`src/rtl/cariomart_uart_rx.sv`:
```
// cariomart_uart_rx
//   Fabric-side 8N1 UART receiver. The serial line is oversampled at 16x baud.
//   Each good character is pushed into a small first-word-fall-through FIFO,
//   and the fabric reads it over a valid/ready handshake.
//
// Parameters
//   BAUD_DIV    FAB_CLK cycles per oversample tick (2..65535)
//   FIFO_DEPTH  receive FIFO entries (power of two, >= 2)
//
// Ports
//   FAB_CLK      in   fabric clock, rising edge
//   MSS_RESET_N  in   asynchronous active-low reset
//   UART_RXD     in   asynchronous serial input, idles high
//   RX_DATA      out  FIFO head byte, meaningful while RX_VALID
//   RX_VALID     out  FIFO not empty
//   RX_READY     in   consumer pops the head when RX_VALID & RX_READY
//   FRAMING_ERR  out  one-cycle pulse, stop bit sampled low
//   OVERRUN      out  one-cycle pulse, good byte dropped because FIFO full
module cariomart_uart_rx #(
  parameter int BAUD_DIV   = 22,
  parameter int FIFO_DEPTH = 4
) (
  input  logic       FAB_CLK,
  input  logic       MSS_RESET_N,
  input  logic       UART_RXD,
  output logic [7:0] RX_DATA,
  output logic       RX_VALID,
  input  logic       RX_READY,
  output logic       FRAMING_ERR,
  output logic       OVERRUN
);

  localparam int AW = $clog2(FIFO_DEPTH);
  localparam int PW = AW + 1;

  typedef enum logic [2:0] {
    S_IDLE, S_START, S_DATA, S_STOP, S_BREAK
  } state_e;

  // ---------------------------------------------------------------------------
  // Input synchronizer and edge detect
  // ---------------------------------------------------------------------------
  logic       sync1_q, rxs_q, rxs_prev_q;
  // armed_q fills with ones after reset. rxs_prev_q is trusted only once it
  // holds a sample of the real line. Without this, a line that is already low
  // at reset release would look like a 1->0 edge against the reset value.
  logic [2:0] armed_q;

  always_ff @(posedge FAB_CLK or negedge MSS_RESET_N) begin
    if (!MSS_RESET_N) begin
      sync1_q    <= 1'b1;
      rxs_q      <= 1'b1;
      rxs_prev_q <= 1'b1;
      armed_q    <= '0;
    end else begin
      sync1_q    <= UART_RXD;
      rxs_q      <= sync1_q;
      rxs_prev_q <= rxs_q;
      armed_q    <= {armed_q[1:0], 1'b1};
    end
  end

  state_e state_q;
  logic   start_edge;

  assign start_edge = (state_q == S_IDLE) && armed_q[2] && rxs_prev_q && !rxs_q;

  // ---------------------------------------------------------------------------
  // Oversample tick generator. It is realigned on the start edge so that
  // every later sample falls a whole number of ticks after that edge.
  // ---------------------------------------------------------------------------
  logic [15:0] div_q;
  logic        tick;

  assign tick = (div_q == 16'(BAUD_DIV - 1));

  always_ff @(posedge FAB_CLK or negedge MSS_RESET_N) begin
    if (!MSS_RESET_N)    div_q <= '0;
    else if (start_edge) div_q <= '0;
    else if (tick)       div_q <= '0;
    else                 div_q <= div_q + 16'd1;
  end

  // ---------------------------------------------------------------------------
  // Framing FSM
  // ---------------------------------------------------------------------------
  logic [3:0] tcnt_q;   // ticks within the current bit
  logic [2:0] bidx_q;
  logic [7:0] shift_q;
  logic       ferr_q;
  logic       push;

  // A good stop sample pushes on this cycle's edge, so RX_VALID rises on the
  // very next cycle.
  assign push = (state_q == S_STOP) && tick && (tcnt_q == 4'd15) && rxs_q;

  always_ff @(posedge FAB_CLK or negedge MSS_RESET_N) begin
    if (!MSS_RESET_N) begin
      state_q <= S_IDLE;
      tcnt_q  <= '0;
      bidx_q  <= '0;
      shift_q <= '0;
      ferr_q  <= 1'b0;
    end else begin
      ferr_q <= 1'b0;
      case (state_q)
        S_IDLE: begin
          if (start_edge) begin
            state_q <= S_START;
            tcnt_q  <= '0;
          end
        end
        S_START: begin
          if (tick) begin
            if (tcnt_q == 4'd7) begin
              // Mid start bit. If the line is high again, it was a glitch.
              tcnt_q <= '0;
              if (!rxs_q) begin
                state_q <= S_DATA;
                bidx_q  <= '0;
              end else begin
                state_q <= S_IDLE;
              end
            end else begin
              tcnt_q <= tcnt_q + 4'd1;
            end
          end
        end
        S_DATA: begin
          if (tick) begin
            tcnt_q <= tcnt_q + 4'd1;  // wraps 15 -> 0 at each bit centre
            if (tcnt_q == 4'd15) begin
              shift_q[bidx_q] <= rxs_q;
              bidx_q          <= bidx_q + 3'd1;
              if (bidx_q == 3'd7) state_q <= S_STOP;
            end
          end
        end
        S_STOP: begin
          if (tick) begin
            tcnt_q <= tcnt_q + 4'd1;
            if (tcnt_q == 4'd15) begin
              // Leave at mid stop bit so a tight next start edge is not missed.
              if (rxs_q) begin
                state_q <= S_IDLE;
              end else begin
                state_q <= S_BREAK;
                ferr_q  <= 1'b1;
              end
            end
          end
        end
        S_BREAK: begin
          if (rxs_q) state_q <= S_IDLE;
        end
        default: state_q <= S_IDLE;
      endcase
    end
  end

  // ---------------------------------------------------------------------------
  // Receive FIFO (first-word fall-through)
  // ---------------------------------------------------------------------------
  logic [7:0]    mem_q [FIFO_DEPTH];
  logic [AW-1:0] rd_ptr_q, wr_ptr_q;   // power-of-two depth: natural wrap
  logic [PW-1:0] count_q, count_d;
  logic          ovr_q;
  logic          full, pop, wr_en;

  assign full     = (count_q == PW'(FIFO_DEPTH));
  assign RX_VALID = (count_q != '0);
  assign pop      = RX_VALID && RX_READY;
  // When full, a push fits only if the head leaves in the same cycle.
  assign wr_en    = push && (!full || pop);
  assign RX_DATA  = mem_q[rd_ptr_q];

  always_comb begin
    count_d = count_q;
    if (wr_en && !pop)      count_d = count_q + 1'b1;
    else if (!wr_en && pop) count_d = count_q - 1'b1;
  end

  // The storage is reset as well, so RX_DATA reads 8'h00 after reset.
  always_ff @(posedge FAB_CLK or negedge MSS_RESET_N) begin
    if (!MSS_RESET_N) begin
      for (int i = 0; i < FIFO_DEPTH; i++) mem_q[i] <= '0;
      rd_ptr_q <= '0;
      wr_ptr_q <= '0;
      count_q  <= '0;
      ovr_q    <= 1'b0;
    end else begin
      ovr_q <= push && full && !pop;
      if (wr_en) begin
        mem_q[wr_ptr_q] <= shift_q;
        wr_ptr_q        <= wr_ptr_q + 1'b1;
      end
      if (pop) rd_ptr_q <= rd_ptr_q + 1'b1;
      count_q <= count_d;
    end
  end

  assign FRAMING_ERR = ferr_q;
  assign OVERRUN     = ovr_q;

endmodule

```
`config.mk`:
```
export PLATFORM = sky130hd
export DESIGN_NAME = cariomart_uart_rx
export DESIGN_NICKNAME = d
export VERILOG_FILES = /design/src/rtl/cariomart_uart_rx.sv
export SDC_FILE = /design/constraint.sdc
export NUM_CORES = 1
export LEC_CHECK = 0
export CORE_MARGIN = 3
export CORE_UTILIZATION = 50
export CTS_CLUSTER_SIZE = 8
export DETAILED_ROUTE_END_ITERATION = 8
export HOLD_SLACK_MARGIN = 0.08
export PLACE_DENSITY = 0.74
export SYNTH_ARGS = -nofsm -noshare
export SYNTH_HDL_FRONTEND = slang
export SYNTH_SLANG_ARGS = --single-unit
```
`constraint.sdc`:
```
create_clock -name FAB_CLK -period 2.7 [get_ports FAB_CLK]
set_clock_uncertainty 0.2 [all_clocks]
set_input_delay 0.81 -clock FAB_CLK [delete_from_list [all_inputs] [get_ports FAB_CLK]]
set_output_delay 0.81 -clock FAB_CLK [all_outputs]
set_load 0.03 [all_outputs]
```
* Yosys cells after proc, flatten, opt, wreduce, memory -nomap -nowiden
Cells that the tools add are included.
** Word-level totals
- ROM bits :: 0
- Register bits after elaboration :: 81
- Output and inout bits :: 11
- Memories :: 0
- Logic and storage cells :: 121
- Input bits :: 4
- Bits in writable memories :: 0
- Latch bits :: 0
** Operators by class
- Bitwise gates (word level) :: 2
- Equality and inequality tests :: 20
- Reductions and logical operators :: 29
- Order comparisons :: 5
- Shifts and indexed selects :: 0
- Multiply operators :: 0
- $add $sub $neg :: 7
- Muxes and demuxes :: 40
- Div/mod/pow operators :: 0
** Operators with widths (count)
- $mux W3 :: 17
- $bwmux W32 :: 1
- $mux W16 :: 2
- $mux W8 :: 3
- $ne A2 B2 Y1 const B :: 9
- $add A16 B1 Y16 const B :: 1
- $bmux W8 S2 :: 1
- $demux W8 S2 :: 1
- $eq A16 B5 Y1 const B :: 1
- $mux W4 :: 4
- $pmux W3 S5 :: 1
- $logic_and A1 B1 Y1 :: 14
- $pmux W4 S3 :: 1
- $eq A3 B3 Y1 const B :: 3
- $reduce_and A9 Y1 :: 1
- $bwmux W8 :: 1
- $add A3 B1 Y3 const B :: 2
- $eq A3 B2 Y1 const B :: 2
- $ge A3 B3 Y1 const B :: 2
- $not A2 Y3 :: 2
- $pmux W3 S2 :: 1
- $reduce_and A6 Y1 :: 1
- $reduce_bool A3 Y1 :: 2
- $mux W1 :: 5
- 19 further kinds :: 25

* Depth between registers and ports, before layout
Gate-level depths: netlist (run 1).
- Depth after elaboration :: 9
- Depth in mapped cells :: 11

* Worst setup path after synthesis (run 1)
No wires, ideal clock.
- Path kind :: input-to-reg
- Start point :: in RX_READY
- End point :: reg count_q[1]
- Arrival :: 2.504 ns
- Library setup time :: 0.125 ns
- Buffers on the path :: 0
- Stages on the path :: 6
- Data required time :: 2.375 ns
- Setup slack :: -0.128 ns
- Cells stage by stage :: nor4b_2 -> nor3_1 -> ha_1 -> inv_1 -> fa_1 -> mux2_2
** Between the ends
- Elaborated cells between the ends (all ways) :: 9
- Classes of those cells :: 1 x mux; 8 x reduce/logical
** RTL lines
- from (decl) :: line 28 : input logic RX_READY,
- $logic_and A1 B1 Y1 :: line 172 : assign pop = RX_VALID && RX_READY;
- $logic_or A1 B1 Y1 :: line 174 : assign wr_en = push && (!full || pop);
- $logic_and A1 B1 Y1 :: line 174
- net wr_en :: line 168 : logic full, pop, wr_en;
- $logic_and A1 B1 Y1 :: line 179 : if (wr_en && !pop) count_d = count_q + 1'b1;
- $mux W3 :: line 179
- net count_d[1] :: line 166 : logic [PW-1:0] count_q, count_d;
- to (signal assigned) :: line 198 : count_q <= count_d;
- to (decl) :: line 166
The timed path passes the listed nets, and every way through them passes these cells.
A chain may end at the register's enable or synchronous reset.

* Worst setup path in the final report (run 1)
- Start point :: reg div_q[5]
- End point :: reg shift_q[3]
** Between the ends
- Word-level cells in the longest chain between the ends :: 2
** RTL lines
- from (decl) :: line 72 : logic [15:0] div_q;
- from (signal assigned) :: line 81 : else div_q <= div_q + 16'd1;
- $eq A16 B5 Y1 :: line 75 : assign tick = (div_q == 16'(BAUD_DIV - 1));
- $reduce_and A3 Y1 (no line)
- to (signal, indexed assignment) :: line 133 : shift_q[bidx_q] <= rxs_q;
- to (decl) :: line 89 : logic [7:0] shift_q;
No other way between the ends.

==> flow_summary.yaml, run 1 <==
sta:
  finalSetupTns_ns: 0
  max_freq_ghz: 0.376
  final_max_slew_viol_count: 0
  rsz0062_at_grt: "yes"
  finalCriticalPeriod_ns: 2.66
  setup_viol_count_final: 0
  hold_violations: 0
  maxSlewHeadroom_pct: 65.2
  fin_hold_ws_ns: 0.162
  tightest_slew_ns: 0.521
  layout_worst_path_cycle_share_pct: 98.5
setup_path:
  worstPathArrival_ns: 2.71
  worstSetupEndpointType: "flop"
  r2r_cells: 5
  worstPathCellList: "or4_4 > or4_1 > buf_4 > nor4b_4 > mux2_2"
  cpPeakStageDelay_ns: 0.58
  cp-start-kind: "flop"
  crit_buf_inv: 1
  worstPathRequired_ns: 2.75
  crit_family: "simple AND/OR/NAND/NOR gates"
  rrSetupSlack_ns: 0.04
  path_class: "reg -> reg"
  r2r_end: "shift_q[3]"
  cp_slowest_cell: "or4_4"
  rr_startpoint: "div_q[5]"
  path_max_fanout: 10
outcome:
  status: "completed"
detailed_routing:
  drt_iter0_markers: 182
  drc: 0
  drtPass1Iterations: 4
  wirelength_um: 7760
  num_vias: 2765
  vias_per_cell: 5.80
  wire_per_inst_um: 16.3
  drtAntennaViolNets: 0
floorplan:
  die_h_um: 95.2
  start_util_pct: 53.2
  dieWidth_um: 95.2
  core_area_mm2: 0.00749
  std_cell_rows: 31
  die_area_mm2: 0.00907
  ios: 15
pwr:
  fin_total_pwr_mw: 3.49
  p_per_area_mw_per_mm2: 741
  ir_worst_vdd_v: 0.000517
  leakage_nw: 2.13
grt:
  grt_max_degree: 41
  antenna_found_initial: 0
  overflow: 0
  grt_pass1_wl_um: 13100
  track_usage_pct: 18.8
  grt_pass1_vias: 2714
run:
  max-cap-violations: 0
synth:
  synth.distinct_cells: 50
  synth_ff_type: "dfrtp_1"
  syn-cell-area_mm2: 0.00398
  synth_enable_flop_cells: 0
  async_flop_share_pct: 100
  synthCells: 324
  yosys_warnings: 0
  synth.yosys.seq_area_share_pct: 51.0
  synthesis.nets: 339
  synth_seq_cells: 81
  avgSynthCellArea_um2: 12.3
clocking:
  cts.clk_slew.worst_paths_ns: 0.09
  post_cts_buffers: 0
  cts.sinks: 81
  postCtsHoldBufs: 0
  cts_max_path_buffers: 2
  cts_tree: "done"
  numCtsBuffers: 9
  clkLatencyLatePin_ns: 0.36
  ctsRootBufferMaster: "clkbuf_8"
  htreeDepth: 3
finish:
  drive_above_1_share_pct: 34.7
  syn_to_final_growth_pct: 18.4
  finalNetCount: 388
  antennaDiodeCount: 0
  final_area_mm2: 0.00471
  mostFrequentLayoutCells: "78 x dfrtp_1, 43 x mux2_2, 34 x buf_4"
  layout_commonest_cell: "dfrtp_1"
worst_hold_path:
  hp-class: "reg -> reg"
  min_to: "rxs_q"
  hp-start: "sync1_q"
  hold_path_depth: 0
placement:
  placed_area_mm2: 0.00449
  dp_hpwl_um: 5390
  portBuffers: 14
  place.gp.congestion: 0.778
[flip-flops by register name, summed over array words and instances, names as in the netlist]
name and cells:
wr_ptr_q 2, state_q 3, shift_q 8, rxs_prev_q 1, rd_ptr_q 2, div_q 16, mem_q 32, rxs_q 1
FRAMING_ERR 1, bidx_q 3, armed_q 3, OVERRUN 1, count_q 3, sync1_q 1, tcnt_q 4
[synth_stat cells (all sizes together), types with 5 or more instances]
master | instances | area share [%]
nand2 | 14 | 1.3
nor3 | 6 | 0.75
mux4 | 8 | 4.5
a21oi | 10 | 1.3
inv | 12 | 1.1
nand4 | 7 | 1.1
clkbuf | 7 | 0.66
nor2 | 18 | 1.7
nand3 | 16 | 2.0
xnor2 | 8 | 1.8
ha | 10 | 3.1
o21ai | 5 | 0.63
xor2 | 7 | 1.5
or3 | 6 | 0.94
or4 | 7 | 1.5
nor4 | 11 | 1.9
mux2 | 43 | 12
dfrtp | 78 | 49
nor4b | 6 | 2.3
[worst max-delay path by stage]
stage	start	slack, ns	to	depth (start not counted)
floorplan	div_q[7]	0.02	count_q[2]	10
global placement	RX_READY	-0.23	count_q[2]	9
detailed placement	RX_READY	-0.36	count_q[2]	9
CTS	rd_ptr_q[0]	-0.06	RX_DATA[7]	3
global route	div_q[5]	-0.03	count_q[2]	10
finish	div_q[5]	0.04	shift_q[3]	5
[worst register-to-register path: stages, from the launching register on]
cell and delay [ns]:
dfrtp_1 0.42, or4_4 0.58, or4_1 0.53, buf_4 0.20
nor4b_4 0.27, mux2_2 0.36
[metal layers]
metal / wire length (um) / vias up / track usage, % / share of wire [%]
met5: 0 / - / 0 / 0
met2: 3710 / 54 / 29.2 / 48
met4: 129 / 0 / 6.49 / 1.7
li1: - / 1304 / - / -
met3: 335 / 12 / 4.03 / 4.3
met1: 3580 / 1395 / 26.4 / 46
[cell families after synthesis]
group	count (synthesis)	share of synthesized area, %
adder cells (fa/ha/maj)	11	3.65
AND/OR/NAND/NOR	109	17.1
XOR/XNOR	15	3.30
flip-flops	81	51.0
multiplexers	55	17.7
other	1	0.0942
buffers and inverters	23	2.26
AO/OA/AOI/OAI	29	4.90
[where the power goes]
group / total [mW] / switching, mW / internal [mW] / leakage (nW)
registers: 1.49 / 0.144 / 1.35 / 1.08
clock network: 0.943 / 0.496 / 0.447 / 0.100
logic: 1.06 / 0.538 / 0.519 / 0.957
total: 3.49 / 1.18 / 2.31 / 2.13
[stage by stage]
| step | setup WS (ns) | utilization [%] | instances |
|---|---|---|---|
| CTS | -0.0644 | 62.4 | 477 |
| global route | -0.0269 | 62.9 | 477 |
| global placement | -0.228 | 60.0 | 461 |
| detailed placement | -0.362 | 60.0 | 461 |
| floorplan | 0.0186 | - | 324 |
| finish | 0.0400 | 62.9 | 477 |
[what timing repair did]
| item | CTS | global route |
|---|---|---|
| pin swaps | 0 | 1 |
| resized for setup | 40 | 10 |
| endpoints found under the setup margin | 10 | 6 |
[layout make-up]
| class | count | area, um^2 |
|---|---|---|
| Clock buffer | 9 | 124 |
| Clock inverter | 7 | 85.1 |
| Fill cell | 564 | 2770 |
| Inverter | 12 | 45.0 |
| Multi-Input combinational cell | 220 | 1920 |
| Sequential cell | 81 | 2030 |
| Tap cell | 99 | 124 |
| Timing Repair Buffer | 49 | 384 |
Note: power is estimated with default switching activity, not from simulation.
==> run 2, diff against run 1 <==
CORE_MARGIN = 4   (was 3)
==> flow_summary.yaml, run 2 (synthesis results as in run 1) <==
grt:
  antenna_found_initial: 0
  grt_pass1_wl_um: 13500
  grt_pass1_vias: 2773
  grt_max_degree: 41
  overflow: 0
  track_usage_pct: 17.4
clocking:
  htreeDepth: 3
  cts.clk_slew.worst_paths_ns: 0.09
  ctsRootBufferMaster: "clkbuf_8"
  cts.sinks: 81
  postCtsHoldBufs: 0
  cts_max_path_buffers: 2
  cts_tree: "done"
  clkLatencyLatePin_ns: 0.36
  numCtsBuffers: 9
finish:
  layout_commonest_cell: "dfrtp_1"
  nFillCells: 587
  syn_to_final_growth_pct: 20.0
  largest_register_ffs: 32
  reg_top3: "mem_q (32), div_q (16), shift_q (8)"
  mostFrequentLayoutCells: "78 x dfrtp_1, 43 x buf_4, 42 x mux2_2"
  antennaDiodeCount: 0
  drive_above_1_share_pct: 37.0
  largest-register: "mem_q"
  finalNetCount: 399
worst_hold_path:
  hold_path_depth: 0
  min_to: "armed_q[2]"
  hp-class: "reg -> reg"
  hp-start: "armed_q[1]"
floorplan:
  std_cell_rows: 32
  core_area_mm2: 0.00773
  die_area_mm2: 0.00945
  die_h_um: 97.2
  dieWidth_um: 97.2
  start_util_pct: 51.5
  ios: 15
placement:
  dp_hpwl_um: 5490
  portBuffers: 14
  place.gp.congestion: 0.813
  place_ws_ns: -0.415
detailed_routing:
  drtPass1Iterations: 4
  wire_per_inst_um: 15.6
  drc: 0
  num_vias: 2739
  wirelength_um: 7660
  drtAntennaViolNets: 0
  drt_iter0_markers: 122
  vias_per_cell: 5.58
setup_path:
  worstSetupEndpointType: "flop"
  cp-start-kind: "flop"
  rr_startpoint: "div_q[11]"
  cp_slowest_cell: "or4_4"
  path_class: "reg -> reg"
  r2r_end: "bidx_q[1]"
  worstPathRequired_ns: 2.77
  worstPathCellList: "or4_4 > or4_4 > buf_6 > buf_6 > a2111o_1 > mux2i_1"
  cpPeakStageDelay_ns: 0.56
  path_max_fanout: 7
  rrSetupSlack_ns: 0.03
  r2r_cells: 6
  worstPathArrival_ns: 2.74
sta:
  layout_worst_path_cycle_share_pct: 98.8
  setup_viol_count_final: 0
  rsz0062_at_grt: "yes"
  finalCriticalPeriod_ns: 2.67
  final_max_slew_viol_count: 0
  max_freq_ghz: 0.375
  finalSetupTns_ns: 0
  setup_slack_ns: 0.0313
  tightest_slew_ns: 0.523
  fin_hold_ws_ns: 0.156
  hold_violations: 0
  maxSlewHeadroom_pct: 65.1
pwr:
  p_per_area_mw_per_mm2: 722
  ir_worst_vdd_v: 0.000614
  fin_total_pwr_mw: 3.45
  leakage_nw: 2.18
outcome:
  status: "completed"
run:
  max-cap-violations: 0
-- run 2: worst max-delay path by stage --
stage,startpoint,depth (start not counted),slack [ns],to
after global routing,div_q[1],11,-0.09,count_q[2]
after CTS,rd_ptr_q[0],3,-0.04,RX_DATA[0]
after detailed placement,RX_READY,9,-0.42,count_q[2]
final,div_q[11],6,0.03,bidx_q[1]
after floorplan,div_q[7],10,0.02,count_q[2]
after global placement,RX_READY,9,-0.23,count_q[2]
-- run 2: worst max-delay path, delay by kind of cell, from the launching register on --
kind	cells	cell delay (ns)
multiplexers	1	0.20
AND/OR/NAND/NOR	2	1.11
buffers and inverters	2	0.26
AO/OA/AOI/OAI	1	0.41
flip-flops	1	0.41
-- run 2: cell type report --
class	instances	area (um^2)	share of cell area, %
flip-flops and latches	81	2030	42.5
multi-input cells	220	1910	40.0
repair buffers	60	474	9.93
clock buffers	10	138	2.88
well taps	102	128	2.67
clock inverters	6	50.0	1.05
inverters	12	45.0	0.943
-- run 2: what timing repair did --
item                                    in CTS  in global routing
pin swaps                                    1                 10
gates resized for setup                     42                 12
hold endpoints to repair                     0                  0
setup buffers                                0                  5
endpoints found under the setup margin      12                  9
-- run 2: through the flow --
| step | cell area (um^2) | utilization, % | std cells |
|---|---|---|---|
| 3_3_place_gp | 4540 | 58.8 | 470 |
| 6_report | 4780 | 61.8 | 491 |
| 3_5_place_dp | 4540 | 58.8 | 470 |
| 5_1_grt | 4780 | 61.8 | 491 |
| 4_1_cts | 4710 | 61.0 | 486 |
| 2_1_floorplan | 3990 | - | 324 |
-- run 2: power breakdown --
group          leakage, nW  internal [mW]  total [mW]  switching, mW
registers             1.08           1.35        1.50          0.151
logic                 1.02          0.564        1.11          0.545
clock network       0.0831          0.368       0.843          0.474
-- run 2: routing by layer --
metal / track usage, % / wire (um) / vias up
met3: 3.52 / 238 / 6
li1: - / - / 1326
met2: 27.2 / 3600 / 36
met1: 25.1 / 3750 / 1371
met4: 4.58 / 76 / 0
met5: 0 / 0 / -
==> run 3, diff against run 2 <==
PLACE_DENSITY = 0.81   (was 0.74)
==> flow_summary.yaml, run 3 (synthesis results as in run 1) <==
finish:
  multi_input_area_mm2: 0.00190
  finalNetCount: 387
  antennaDiodeCount: 0
  drive_above_1_share_pct: 33.4
  stdcell_count: 479
  reg_top3: "mem_q (32), div_q (16), shift_q (8)"
  seqCellArea_mm2: 0.00203
  layout_commonest_cell: "dfrtp_1"
  nFillCells: 596
  largest_register_ffs: 32
  final_util_pct: 61.0
  mostFrequentLayoutCells: "78 x dfrtp_1, 43 x mux2_2, 32 x buf_4"
  syn_to_final_growth_pct: 18.5
  largest-register: "mem_q"
setup_path:
  cp-start-kind: "flop"
  worstSetupEndpointType: "flop"
  path_max_fanout: 10
  worstPathRequired_ns: 2.74
  path_class: "reg -> reg"
  worstPathArrival_ns: 2.68
  rrSetupSlack_ns: 0.06
floorplan:
  die_area_mm2: 0.00945
  die_h_um: 97.2
  ios: 15
  dieWidth_um: 97.2
  std_cell_rows: 32
  core_area_mm2: 0.00773
  start_util_pct: 51.5
sta:
  hold_violations: 0
  layout_worst_path_cycle_share_pct: 97.6
  fin_hold_ws_ns: 0.154
  maxSlewHeadroom_pct: 60.9
  max_freq_ghz: 0.379
  tightest_slew_ns: 0.587
  finalSetupTns_ns: 0
  finalCriticalPeriod_ns: 2.64
  setup_viol_count_final: 0
  rsz0062_at_grt: "yes"
  final_max_slew_viol_count: 0
clocking:
  numCtsBuffers: 9
  ctsRootBufferMaster: "clkbuf_8"
  cts.sinks: 81
  htreeDepth: 3
  clkLatencyLatePin_ns: 0.35
  post_cts_buffers: 0
  cts.clk_slew.worst_paths_ns: 0.09
  cts_max_path_buffers: 2
  cts_tree: "done"
detailed_routing:
  drtAntennaViolNets: 0
  wire_per_inst_um: 16.1
  num_vias: 2786
  drc: 0
  drt_iter0_markers: 164
  drtPass1Iterations: 4
  wirelength_um: 7710
  vias_per_cell: 5.82
grt:
  grt_pass1_wl_um: 13700
  grt_pass1_vias: 2883
  overflow: 0
  antenna_found_initial: 0
  track_usage_pct: 17.7
  grt_max_degree: 47
pwr:
  fin_total_pwr_mw: 3.56
  swShare_pct: 32.6
  leakage_nw: 2.15
  seq_power_share_pct: 42.2
  switching_power_mw: 1.16
  pwr-share-comb_pct: 29.3
  clkPwrFrac_pct: 28.5
  ir_worst_vdd_v: 0.000661
  p_per_area_mw_per_mm2: 754
  internal-power_mw: 2.40
placement:
  placed_cells: 463
  place.gp.congestion: 0.787
  dp_hpwl_um: 5350
  portBuffers: 14
worst_hold_path:
  hp-class: "reg -> reg"
run:
  max-cap-violations: 0
outcome:
  status: "completed"
-- run 3: timing repair --
action,CTS,global route
hold buffers,0,0
setup endpoints to repair,9,7
pin swaps,0,2
resized for setup,39,8
-- run 3: area by class of cell --
class / instances / area share [%]
Inverter: 12 / 0.955
Sequential cell: 81 / 43.1
Clock inverter: 7 / 2.36
Multi-Input combinational cell: 220 / 40.2
Timing Repair Buffer: 48 / 8.06
Clock buffer: 9 / 2.63
Tap cell: 102 / 2.71
-- run 3: metal layers --
| metal | global-route usage (%) | routed length [um] |
|---|---|---|
| met1 | 23.9 | 3470 |
| met2 | 28.7 | 3870 |
| met5 | 0 | 0 |
| met3 | 3.73 | 243 |
| met4 | 6.07 | 122 |
-- run 3: worst max-delay path: stages, from the launching register on --
cell	delay, ns
dfrtp_1	0.41
or4_4	0.57
or4_1	0.55
buf_6	0.17
nor4_1	0.27
mux2_2	0.37
-- run 3: per-stage QoR --
| step | cell area (um^2) | worst slack, ns |
|---|---|---|
| global route | 4720 | -0.106 |
| global placement | 4490 | -0.225 |
| CTS | 4690 | -0.0607 |
| detailed placement | 4490 | -0.324 |
| floorplan | 3990 | 0.0186 |
| finish | 4720 | 0.0636 |
-- run 3: final timing paths --
| check | startpoint | end | cells after the start |
|---|---|---|---|
| max | div_q[6] | shift_q[7] | 5 |
| max in group asynchronous | MSS_RESET_N | wr_ptr_q[0] | 2 |
| min reg2reg | armed_q[1] | armed_q[2] | 0 |
| min in group asynchronous | MSS_RESET_N | div_q[13] | 1 |
| min | armed_q[1] | armed_q[2] | 0 |
| max reg2reg | div_q[6] | shift_q[7] | 5 |
-- run 3: power by group through the flow --
stage                     clock network [mW]  registers, mW  logic (mW)
after global placement                     0           1.51       0.999
after CTS                               1.04           1.50        1.04
after global routing                    1.10           1.53        1.17
after detailed placement                   0           1.52        1.04
after floorplan                            0           1.47       0.647
final                                   1.01           1.50        1.04
